--- config.mk ---
export PLATFORM = sky130hd
export DESIGN_NAME = sema_mailbox
export DESIGN_NICKNAME = d
export VERILOG_FILES = /design/src/rtl/sema_pkg.sv /design/src/rtl/sema_fifo.sv /design/src/rtl/sema_mailbox.sv
export SDC_FILE = /design/constraint.sdc
export NUM_CORES = 1
export LEC_CHECK = 0
export ABC_CLOCK_PERIOD_IN_PS = 2560
export BUFFER_PORTS_ARGS = -buffer_cell sky130_fd_sc_hd__buf_4
export CAP_MARGIN = 0
export CORE_MARGIN = 4
export CORE_UTILIZATION = 44
export DETAILED_ROUTE_END_ITERATION = 12
export GPL_TIMING_DRIVEN = 0
export MAX_ROUTING_LAYER = met4
export PLACE_DENSITY = 0.76
export SLEW_MARGIN = 10
export SYNTH_ARGS = -nofsm -noshare
export SYNTH_HDL_FRONTEND = slang
export SYNTH_SLANG_ARGS = --single-unit
--- constraint.sdc ---
create_clock -name clk_s -period 2.56 [get_ports clk_s]
set_clock_uncertainty 0.15 [all_clocks]
set_input_delay 0.384 -clock clk_s [delete_from_list [all_inputs] [get_ports clk_s]]
set_output_delay 0.384 -clock clk_s [all_outputs]
set_load 0.03 [all_outputs]
--- src/rtl/sema_pkg.sv ---
// Shared types and elaboration helpers for the semaphore mailbox.
package sema_pkg;

  typedef enum logic [1:0] {
    SEMA_FIXED      = 2'd0,
    SEMA_RR         = 2'd1,
    SEMA_CONCURRENT = 2'd2
  } sema_mode_e;

  typedef enum logic {
    SEMA_SIDE_A = 1'b0,
    SEMA_SIDE_B = 1'b1
  } sema_side_e;

  function automatic bit sema_is_pow2(input int v);
    return (v > 0) && ((v & (v - 1)) == 0);
  endfunction

  function automatic int sema_lvl_w(input int depth);
    return $clog2(depth + 1);
  endfunction

endpackage

--- src/rtl/sema_fifo.sv ---
// Single-direction mailbox FIFO: registered level, wrapping pointers, no fall-through.
module sema_fifo
  import sema_pkg::*;
#(
  parameter int DATA_W = 8,
  parameter int DEPTH  = 4
) (
  input  logic                        clk,
  input  logic                        rst,
  input  logic                        push,
  input  logic [DATA_W-1:0]           push_data,
  input  logic                        pop,
  output logic [DATA_W-1:0]           data,
  output logic [sema_lvl_w(DEPTH)-1:0] level,
  output logic                        empty,
  output logic                        full
);

  localparam int PTR_W = $clog2(DEPTH);
  localparam int LVL_W = sema_lvl_w(DEPTH);

  logic [PTR_W-1:0]  wr_ptr_q, wr_ptr_d;
  logic [PTR_W-1:0]  rd_ptr_q, rd_ptr_d;
  logic [LVL_W-1:0]  level_q, level_d;
  logic [DATA_W-1:0] mem_q [DEPTH];
  logic              push_ok_s, pop_ok_s;

  // Space and occupancy come only from the registered level.
  assign empty = (level_q == {LVL_W{1'b0}});
  assign full  = (level_q == LVL_W'(DEPTH));
  assign level = level_q;
  assign data  = empty ? {DATA_W{1'b0}} : mem_q[rd_ptr_q];

  // Next-state for pointers and level.
  always_comb begin
    push_ok_s = push & ~full;
    pop_ok_s  = pop & ~empty;
    wr_ptr_d  = wr_ptr_q;
    rd_ptr_d  = rd_ptr_q;
    level_d   = level_q;
    if (push_ok_s) begin
      wr_ptr_d = wr_ptr_q + PTR_W'(1);
    end else begin
      wr_ptr_d = wr_ptr_q;
    end
    if (pop_ok_s) begin
      rd_ptr_d = rd_ptr_q + PTR_W'(1);
    end else begin
      rd_ptr_d = rd_ptr_q;
    end
    case ({push_ok_s, pop_ok_s})
      2'b10:   level_d = level_q + LVL_W'(1);
      2'b01:   level_d = level_q - LVL_W'(1);
      default: level_d = level_q;
    endcase
  end

  // Pointer and level state.
  always_ff @(posedge clk or posedge rst) begin
    if (rst) begin
      wr_ptr_q <= {PTR_W{1'b0}};
      rd_ptr_q <= {PTR_W{1'b0}};
      level_q  <= {LVL_W{1'b0}};
    end else begin
      wr_ptr_q <= wr_ptr_d;
      rd_ptr_q <= rd_ptr_d;
      level_q  <= level_d;
    end
  end

  // Payload storage; contents are meaningless once the level is cleared.
  always_ff @(posedge clk) begin
    if (push_ok_s) begin
      mem_q[wr_ptr_q] <= push_data;
    end
  end

endmodule

--- src/rtl/sema_mailbox.sv ---
// Two-CPU mailbox: one FIFO per direction with configurable write arbitration and drop pulses.
module sema_mailbox
  import sema_pkg::*;
#(
  parameter int         DATA_W = 8,
  parameter int         DEPTH  = 4,
  parameter sema_mode_e MODE   = SEMA_FIXED
) (
  input  logic              clk_s,
  input  logic              rst_s,
  input  logic              sema_write_o_s_A,
  input  logic [DATA_W-1:0] sema_data_o_s_A,
  output logic              sema_is_empty_i_s_A,
  output logic              sema_full_i_s_A,
  output logic              sema_drop_i_s_A,
  output logic [DATA_W-1:0] sema_data_i_s_A,
  output logic              sema_valid_i_s_A,
  input  logic              sema_ready_o_s_A,
  input  logic              sema_write_o_s_B,
  input  logic [DATA_W-1:0] sema_data_o_s_B,
  output logic              sema_is_empty_i_s_B,
  output logic              sema_full_i_s_B,
  output logic              sema_drop_i_s_B,
  output logic [DATA_W-1:0] sema_data_i_s_B,
  output logic              sema_valid_i_s_B,
  input  logic              sema_ready_o_s_B
);

  localparam int LVL_W = sema_lvl_w(DEPTH);

  if (DATA_W < 1) begin : g_bad_data_w
    $error("sema_mailbox: DATA_W must be >= 1");
  end
  if ((DEPTH < 2) || !sema_is_pow2(DEPTH)) begin : g_bad_depth
    $error("sema_mailbox: DEPTH must be a power of two >= 2");
  end

  logic              grant_a_s, grant_b_s, collide_s;
  logic              acc_a_s, acc_b_s, pop_ab_s, pop_ba_s;
  logic              drop_a_q, drop_a_d, drop_b_q, drop_b_d;
  sema_side_e        last_win_q, last_win_d;
  logic [DATA_W-1:0] ab_data_s, ba_data_s;
  logic [LVL_W-1:0]  ab_level_s, ba_level_s;
  logic              ab_empty_s, ab_full_s, ba_empty_s, ba_full_s;

  // Arbitration, acceptance and drop decisions for this cycle.
  always_comb begin
    collide_s  = sema_write_o_s_A & sema_write_o_s_B;
    grant_a_s  = 1'b1;
    grant_b_s  = 1'b1;
    last_win_d = last_win_q;
    case (MODE)
      SEMA_FIXED: begin
        grant_b_s = ~sema_write_o_s_A;
      end
      SEMA_RR: begin
        if (collide_s) begin
          grant_a_s  = (last_win_q == SEMA_SIDE_B);
          grant_b_s  = (last_win_q == SEMA_SIDE_A);
          last_win_d = (last_win_q == SEMA_SIDE_B) ? SEMA_SIDE_A : SEMA_SIDE_B;
        end else begin
          last_win_d = last_win_q;
        end
      end
      SEMA_CONCURRENT: begin
        grant_a_s = 1'b1;
        grant_b_s = 1'b1;
      end
      default: begin
        grant_a_s = 1'b1;
        grant_b_s = ~sema_write_o_s_A;
      end
    endcase
    acc_a_s  = sema_write_o_s_A & grant_a_s & ~ab_full_s;
    acc_b_s  = sema_write_o_s_B & grant_b_s & ~ba_full_s;
    drop_a_d = sema_write_o_s_A & ~acc_a_s;
    drop_b_d = sema_write_o_s_B & ~acc_b_s;
    pop_ab_s = ~ab_empty_s & sema_ready_o_s_B;
    pop_ba_s = ~ba_empty_s & sema_ready_o_s_A;
  end

  // Round-robin history and registered drop pulses.
  always_ff @(posedge clk_s or posedge rst_s) begin
    if (rst_s) begin
      last_win_q <= SEMA_SIDE_B;
      drop_a_q   <= 1'b0;
      drop_b_q   <= 1'b0;
    end else begin
      last_win_q <= last_win_d;
      drop_a_q   <= drop_a_d;
      drop_b_q   <= drop_b_d;
    end
  end

  sema_fifo #(.DATA_W(DATA_W), .DEPTH(DEPTH)) u_fifo_ab (
    .clk       (clk_s),
    .rst       (rst_s),
    .push      (acc_a_s),
    .push_data (sema_data_o_s_A),
    .pop       (pop_ab_s),
    .data      (ab_data_s),
    .level     (ab_level_s),
    .empty     (ab_empty_s),
    .full      (ab_full_s)
  );

  sema_fifo #(.DATA_W(DATA_W), .DEPTH(DEPTH)) u_fifo_ba (
    .clk       (clk_s),
    .rst       (rst_s),
    .push      (acc_b_s),
    .push_data (sema_data_o_s_B),
    .pop       (pop_ba_s),
    .data      (ba_data_s),
    .level     (ba_level_s),
    .empty     (ba_empty_s),
    .full      (ba_full_s)
  );

  assign sema_is_empty_i_s_A = ab_empty_s;
  assign sema_full_i_s_A     = ab_full_s;
  assign sema_drop_i_s_A     = drop_a_q;
  assign sema_data_i_s_A     = ba_data_s;
  assign sema_valid_i_s_A    = (ba_level_s != {LVL_W{1'b0}});

  assign sema_is_empty_i_s_B = ba_empty_s;
  assign sema_full_i_s_B     = ba_full_s;
  assign sema_drop_i_s_B     = drop_b_q;
  assign sema_data_i_s_B     = ab_data_s;
  assign sema_valid_i_s_B    = (ab_level_s != {LVL_W{1'b0}});

endmodule
==> flow_summary.ini, run 1 <==
[worst_setup_path]
worstPathArrival_ps = 1810
path_max_fanout = 10
worstSetupEndpointType = output port
r2r_slack_ps = 290
path_class = flop to output port
startpoint_type = flop
cp.required_ps = 2030

[synth]
synthTopCellsByArea = edfxtp_1 57%, dfrtp_1 12%, mux4_2 11%, and2_1 5.0%, ha_1 3.7%
synth_nets = 217
yosysWarnings = 0
synth_top_cell_area_share = 0.5731
ys_seq_area_frac = 0.6925
synth_top_cell_by_area = edfxtp_1
synth_cells = 183
synth_cell_types = 22
synth_seq_cells = 80
synth_area_per_cell_sq_um = 18.32
syn-cell-area_sq_um = 3353

[layout]
final_common_cell = edfxtp_1
layout-drive-gt1-share = 0.3469
final_cells = 344
syn_to_final_growth_pct = 20.67
n_antenna_cell = 0
final_cell_mix = 64 x edfxtp_1, 45 x buf_4, 27 x and2_1
final_nets = 274

[pwr]
p_switching_mw = 1.737
netSwitchingFraction = 0.3529
p_comb_frac = 0.425
power_density_nw_per_um2 = 1217
irDropWorstVdd_v = 0.0005213
p_leak_nw = 1.559
p_clk_frac = 0.204
intPower_mw = 3.185
seqPwrFrac = 0.371

[clocking]
cts.sinks = 80
cts_tree = done
cts.clk_slew.worst_paths_ps = 80
cts_root_buf = clkbuf_8
htree_levels = 3
cts_buffers = 9
clock_latency_ps = 340
clock_path_buffers = 2

[timing]
finalCritPeriodShare = 0.9165
rsz0062_at_grt = false
max_slew_margin = 0.5809
slew_viol_final = 0
setup_tns_ps = 0
final-setup-viol-count = 0
finalCriticalPeriod_ps = 2346
tightest_slew_ps = 627.9
fmax_mhz = 426.2
finalHoldViolations = 0

[drt]
via_per_inst = 4.727
vias = 1626
drc_errors = 0
drt_iter0_markers = 100
wl_per_cell_um = 15.67
ant_nets = 0
first_pass_iters = 4
wl_mm = 5.392

[floorplanning]
io_pins = 46
die_w_um = 95.30
core_area_sq_um = 7331
die_area_sq_um = 9082
rows = 31
chipHeight_um = 95.30
start_util = 0.4574

[grt]
grtUsageMet1 = 0.1772
antenna_found_initial = 0
grt.busiest_layer = met2
grt_pass1_wl_mm = 8.783
met3_usage = 0.02841
grt_max_degree = 17
grt_pass1_vias = 1737
grt.overflow.total = 0
track_usage = 0.1368
grt_use_met2 = 0.2105

[placement]
dp.cells = 327
gp_congestion = 0.7118
port_buffers = 45
dpl.hpwl_mm = 3.671

[min_path]
hp-class = input port to flop

[flow_run]
maxCapViolCount = 0

[outcome]
outcome = complete, no violations
## worst paths after layout
| kind | startpoint | end | cells after the start |
|---|---|---|---|
| min reg2reg | u_fifo_ba.level[2]$_DFFE_PP0P_ | u_fifo_ba.level[2]$_DFFE_PP0P_ | 1 |
| max | u_fifo_ba.level[0]$_DFFE_PP0P_ | sema_data_i_s_A[1] | 4 |
| max reg2reg | u_fifo_ab.level[0]$_DFFE_PP0P_ | u_fifo_ab.level[2]$_DFFE_PP0P_ | 9 |
| min in group asynchronous | rst_s | u_fifo_ab.level[2]$_DFFE_PP0P_ | 3 |
| min | sema_data_o_s_A[5] | u_fifo_ab.mem_q[2][5]$_DFFE_PP_ | 1 |
| max in group asynchronous | rst_s | u_fifo_ba.rd_ptr_q[0]$_DFFE_PP0P_ | 3 |
## cells in the mapped netlist
master	number
nor2_1	2
mux2_4	1
edfxtp_1	64
inv_1	15
clkbuf_2	2
buf_6	2
nor3b_4	1
nor2b_2	1
mux4_2	16
xnor2_1	6
or3_1	2
clkbuf_1	2
ha_1	10
nor2b_1	1
nor3b_2	2
mux2_1	1
xor2_1	6
and2_1	27
dfrtp_1	16
nand3_1	2
mux2i_1	2
fa_1	2
## metal layers
metal / vias up / part of all wire
met5: - / 0
met4: 0 / 0.011
met3: 7 / 0.030
met2: 29 / 0.51
met1: 810 / 0.45
li1: 780 / -
## critical path, cell delays in order (launching register included)
cell,delay [ps]
dfrtp_1,430
or3_1,390
clkbuf_1,270
and2_1,230
buf_4,160
## metrics by stage
step | hold WS, ps | instance area [sq um] | setup slack (ps) | utilization | total power [mW]
6_report | 87.39 | 4046 | 213.8 | 0.5520 | 4.923
4_1_cts | 73.43 | 4046 | 188.8 | 0.5520 | 4.983
5_1_grt | 68.82 | 4046 | 110.6 | 0.5520 | 5.201
3_5_place_dp | 332.5 | 3815 | 292.2 | 0.5204 | 3.980
2_1_floorplan | 147.7 | 3353 | 194.2 | - | 3.327
3_3_place_gp | 315.3 | 3815 | 419.3 | 0.5204 | 3.920
## flip-flops by register name, indices dropped and copies added (netlist names)
| name | flops |
|---|---|
| u_fifo_ab.mem_q | 32 |
| u_fifo_ba.mem_q | 32 |
| u_fifo_ab.level | 3 |
| u_fifo_ba.level | 3 |
| u_fifo_ab.rd_ptr_q | 2 |
| u_fifo_ab.wr_ptr_q | 2 |
| u_fifo_ba.rd_ptr_q | 2 |
| u_fifo_ba.wr_ptr_q | 2 |
| sema_drop_i_s_A | 1 |
| sema_drop_i_s_B | 1 |
## logic make-up after synthesis
logic type / after synthesis / share of synthesized area
flip-flops: 80 / 0.6925
XOR/XNOR: 12 / 0.03134
adder cells (fa/ha/maj): 12 / 0.04925
AND/OR/NAND/NOR: 38 / 0.07687
multiplexers: 20 / 0.1213
buffers and inverters: 21 / 0.02873
## power groups by stage
stage,combinational [mW],clock [mW],sequential (mW)
finish,2.09,1.00,1.83
global route,2.27,1.07,1.86
CTS,2.13,1.02,1.83
detailed placement,2.12,0,1.86
global placement,2.08,0,1.84
floorplan,1.50,0,1.83
## cell type report
cell class              instances  area (sq um)
fillers                       565          3284
well taps                      99         123.9
plain buffers                   6         40.04
multi-input cells              82         934.6
clock inverters                 6         93.84
repair buffers                 46         347.8
clock buffers                  10         127.6
flip-flops and latches         80          2322
inverters                      15         56.30
## what timing repair did
action / 4_1_cts / 5_1_grt
resized for setup: 0 / 0
setup buffers: 0 / 0
hold endpoints to repair: 16 / 0
hold buffers: 1 / 0
Note: power is estimated with default switching activity, not from simulation.
==> inputs of run 2 (changes only) <==
--- a/config.mk
+++ b/config.mk
@@ -13,7 +13,7 @@
 export DETAILED_ROUTE_END_ITERATION = 12
 export GPL_TIMING_DRIVEN = 0
 export MAX_ROUTING_LAYER = met4
-export PLACE_DENSITY = 0.76
+export PLACE_DENSITY_LB_ADDON = 0.3
 export SLEW_MARGIN = 10
 export SYNTH_ARGS = -nofsm -noshare
 export SYNTH_HDL_FRONTEND = slang
==> run 2 against run 1 <==
  * Largest power group unchanged
  * Maximum frequency up 0.61%
  * Flip-flop and latch count unchanged
  * Die area unchanged
  * First-iteration DRC count down 73%
  * Power down 3.2%
  * Clock-buffer cell count down 1
  * Highest routed layer unchanged
  * Routed wire length down 1.9%
==> flow_summary.ini, run 2 (synthesized netlist as in run 1, its figures left out) <==
[outcome]
outcome = complete, no violations

[flow_run]
maxCapViolCount = 0

[pwr]
p_clk_frac = 0.183
p_switching_mw = 1.700
p_leak_nw = 1.538
power_density_nw_per_um2 = 1189
power_mw = 4.767
netSwitchingFraction = 0.3566
irDropWorstVdd_v = 0.0003678
seqPwrFrac = 0.382
p_comb_frac = 0.435
intPower_mw = 3.067

[layout]
final_common_cell = edfxtp_1
post-route-util = 0.5470
reg.largest.list = u_fifo_ab.mem_q: 32 flops, u_fifo_ba.mem_q: 32 flops
final_cells = 343
n_antenna_cell = 0
layout-drive-gt1-share = 0.3443
final_nets = 274
final_cell_mix = 64 x edfxtp_1, 45 x buf_4, 27 x and2_1
syn_to_final_growth_pct = 19.59

[clocking]
cts.sinks = 80
cts_tree = done
cts.clk_slew.worst_paths_ps = 80
cts_root_buf = clkbuf_8
cts_resized = 0
cts_buffers = 9
htree_levels = 3
clock_latency_ps = 340
clock_path_buffers = 2

[placement]
dp.cells = 327
port_buffers = 45
gp_congestion = 0.6630
dpl.hpwl_mm = 3.598

[drt]
vias = 1634
via_per_inst = 4.764
wl_mm = 5.292
first_pass_iters = 4
ant_nets = 0
drc_errors = 0
wl_per_cell_um = 15.43
drt_iter0_markers = 27

[worst_setup_path]
cpPeakStageDelay_ps = 430
cp.required_ps = 2030
worstSetupEndpointType = output port
worstPathArrival_ps = 1800
cpMaxStageDelayCell = dfrtp_1
path_cells = or3_1 > clkbuf_1 > and2_1 > buf_4
path_max_fanout = 10
startpoint_type = flop
path_class = flop to output port

[timing]
tightest_slew_ps = 606.9
holdWs_ps = 87.54
slew_viol_final = 0
finalCritPeriodShare = 0.9109
finalHoldViolations = 0
final-setup-viol-count = 0
rsz0062_at_grt = false
fmax_mhz = 428.8
finalCriticalPeriod_ps = 2332
max_slew_margin = 0.5949
setup_tns_ps = 0

[floorplanning]
io_pins = 46
chipHeight_um = 95.30
die_w_um = 95.30
die_area_sq_um = 9082
core_area_sq_um = 7331
start_util = 0.4574
rows = 31

[grt]
grt.overflow.total = 0
track_usage = 0.1362
grt_pass1_wl_mm = 8.694
grt_max_degree = 17
antenna_found_initial = 0
grt_pass1_vias = 1716

[min_path]
hp-class = input port to flop
==> run 2: cell types whose count changed in the layout (fill, tap and decap cells not counted), sizes merged <==
cell      previous run  this run
bufinv               2         1
clkinvlp             1         3
clkinv               3         2
clkbuf              14        13
==> run 2: layout make-up <==
type	instances	area, sq um
clock inverters	6	61.31
well taps	99	123.9
inverters	15	56.30
plain buffers	6	40.04
flip-flops and latches	80	2322
fillers	592	3321
multi-input cells	82	934.6
repair buffers	46	347.8
clock buffers	9	123.9
==> run 2: per-stage QoR <==
stage / setup slack [ps] / area, sq um
after global routing: 102.2 / 4010
after floorplan: 194.2 / 3353
after global placement: 421.8 / 3815
after CTS: 190.2 / 4010
final: 228.1 / 4010
after detailed placement: 401.5 / 3815
==> run 2: routing by layer <==
metal	global-route usage	routed length, um	vias to the layer above
met1	0.1699	2293	811
li1	-	-	774
met2	0.2111	2633	39
met5	-	0	-
met4	0.06490	101	0
met3	0.03157	264	10
==> run 2: what timing repair did <==
item,4_1_cts,5_1_grt
setup buffers,0,0
hold buffers,1,0
endpoints found under the hold margin,16,0
==> run 2: power by group through the flow <==
| stage | logic (mW) | registers (mW) | clock network [mW] |
|---|---|---|---|
| CTS | 2.12 | 1.83 | 0.891 |
| global placement | 2.08 | 1.84 | 0 |
| finish | 2.07 | 1.82 | 0.872 |
| floorplan | 1.50 | 1.83 | 0 |
| detailed placement | 2.11 | 1.85 | 0 |
| global route | 2.27 | 1.85 | 0.960 |
==> run 2: final timing paths <==
path / startpoint / slack, ps / to / cells past startpoint
max reg2reg: u_fifo_ba.level[0]$_DFFE_PP0P_ / 380 / u_fifo_ba.level[2]$_DFFE_PP0P_ / 9
min in group asynchronous: rst_s / 530 / u_fifo_ba.level[1]$_DFFE_PP0P_ / 3
max in group asynchronous: rst_s / 1340 / u_fifo_ab.rd_ptr_q[0]$_DFFE_PP0P_ / 3
min reg2reg: u_fifo_ab.level[2]$_DFFE_PP0P_ / 330 / u_fifo_ab.level[2]$_DFFE_PP0P_ / 1
max: u_fifo_ba.level[0]$_DFFE_PP0P_ / 230 / sema_data_i_s_A[1] / 4
min: sema_data_o_s_A[5] / 90 / u_fifo_ab.mem_q[1][5]$_DFFE_PP_ / 1
==> run 2: worst max-delay path, delay by kind of cell, from the launching register on <==
kind / cells / cell delay, ps
AND/OR/NAND/NOR: 2 / 620
buffers and inverters: 2 / 410
flip-flops: 1 / 430
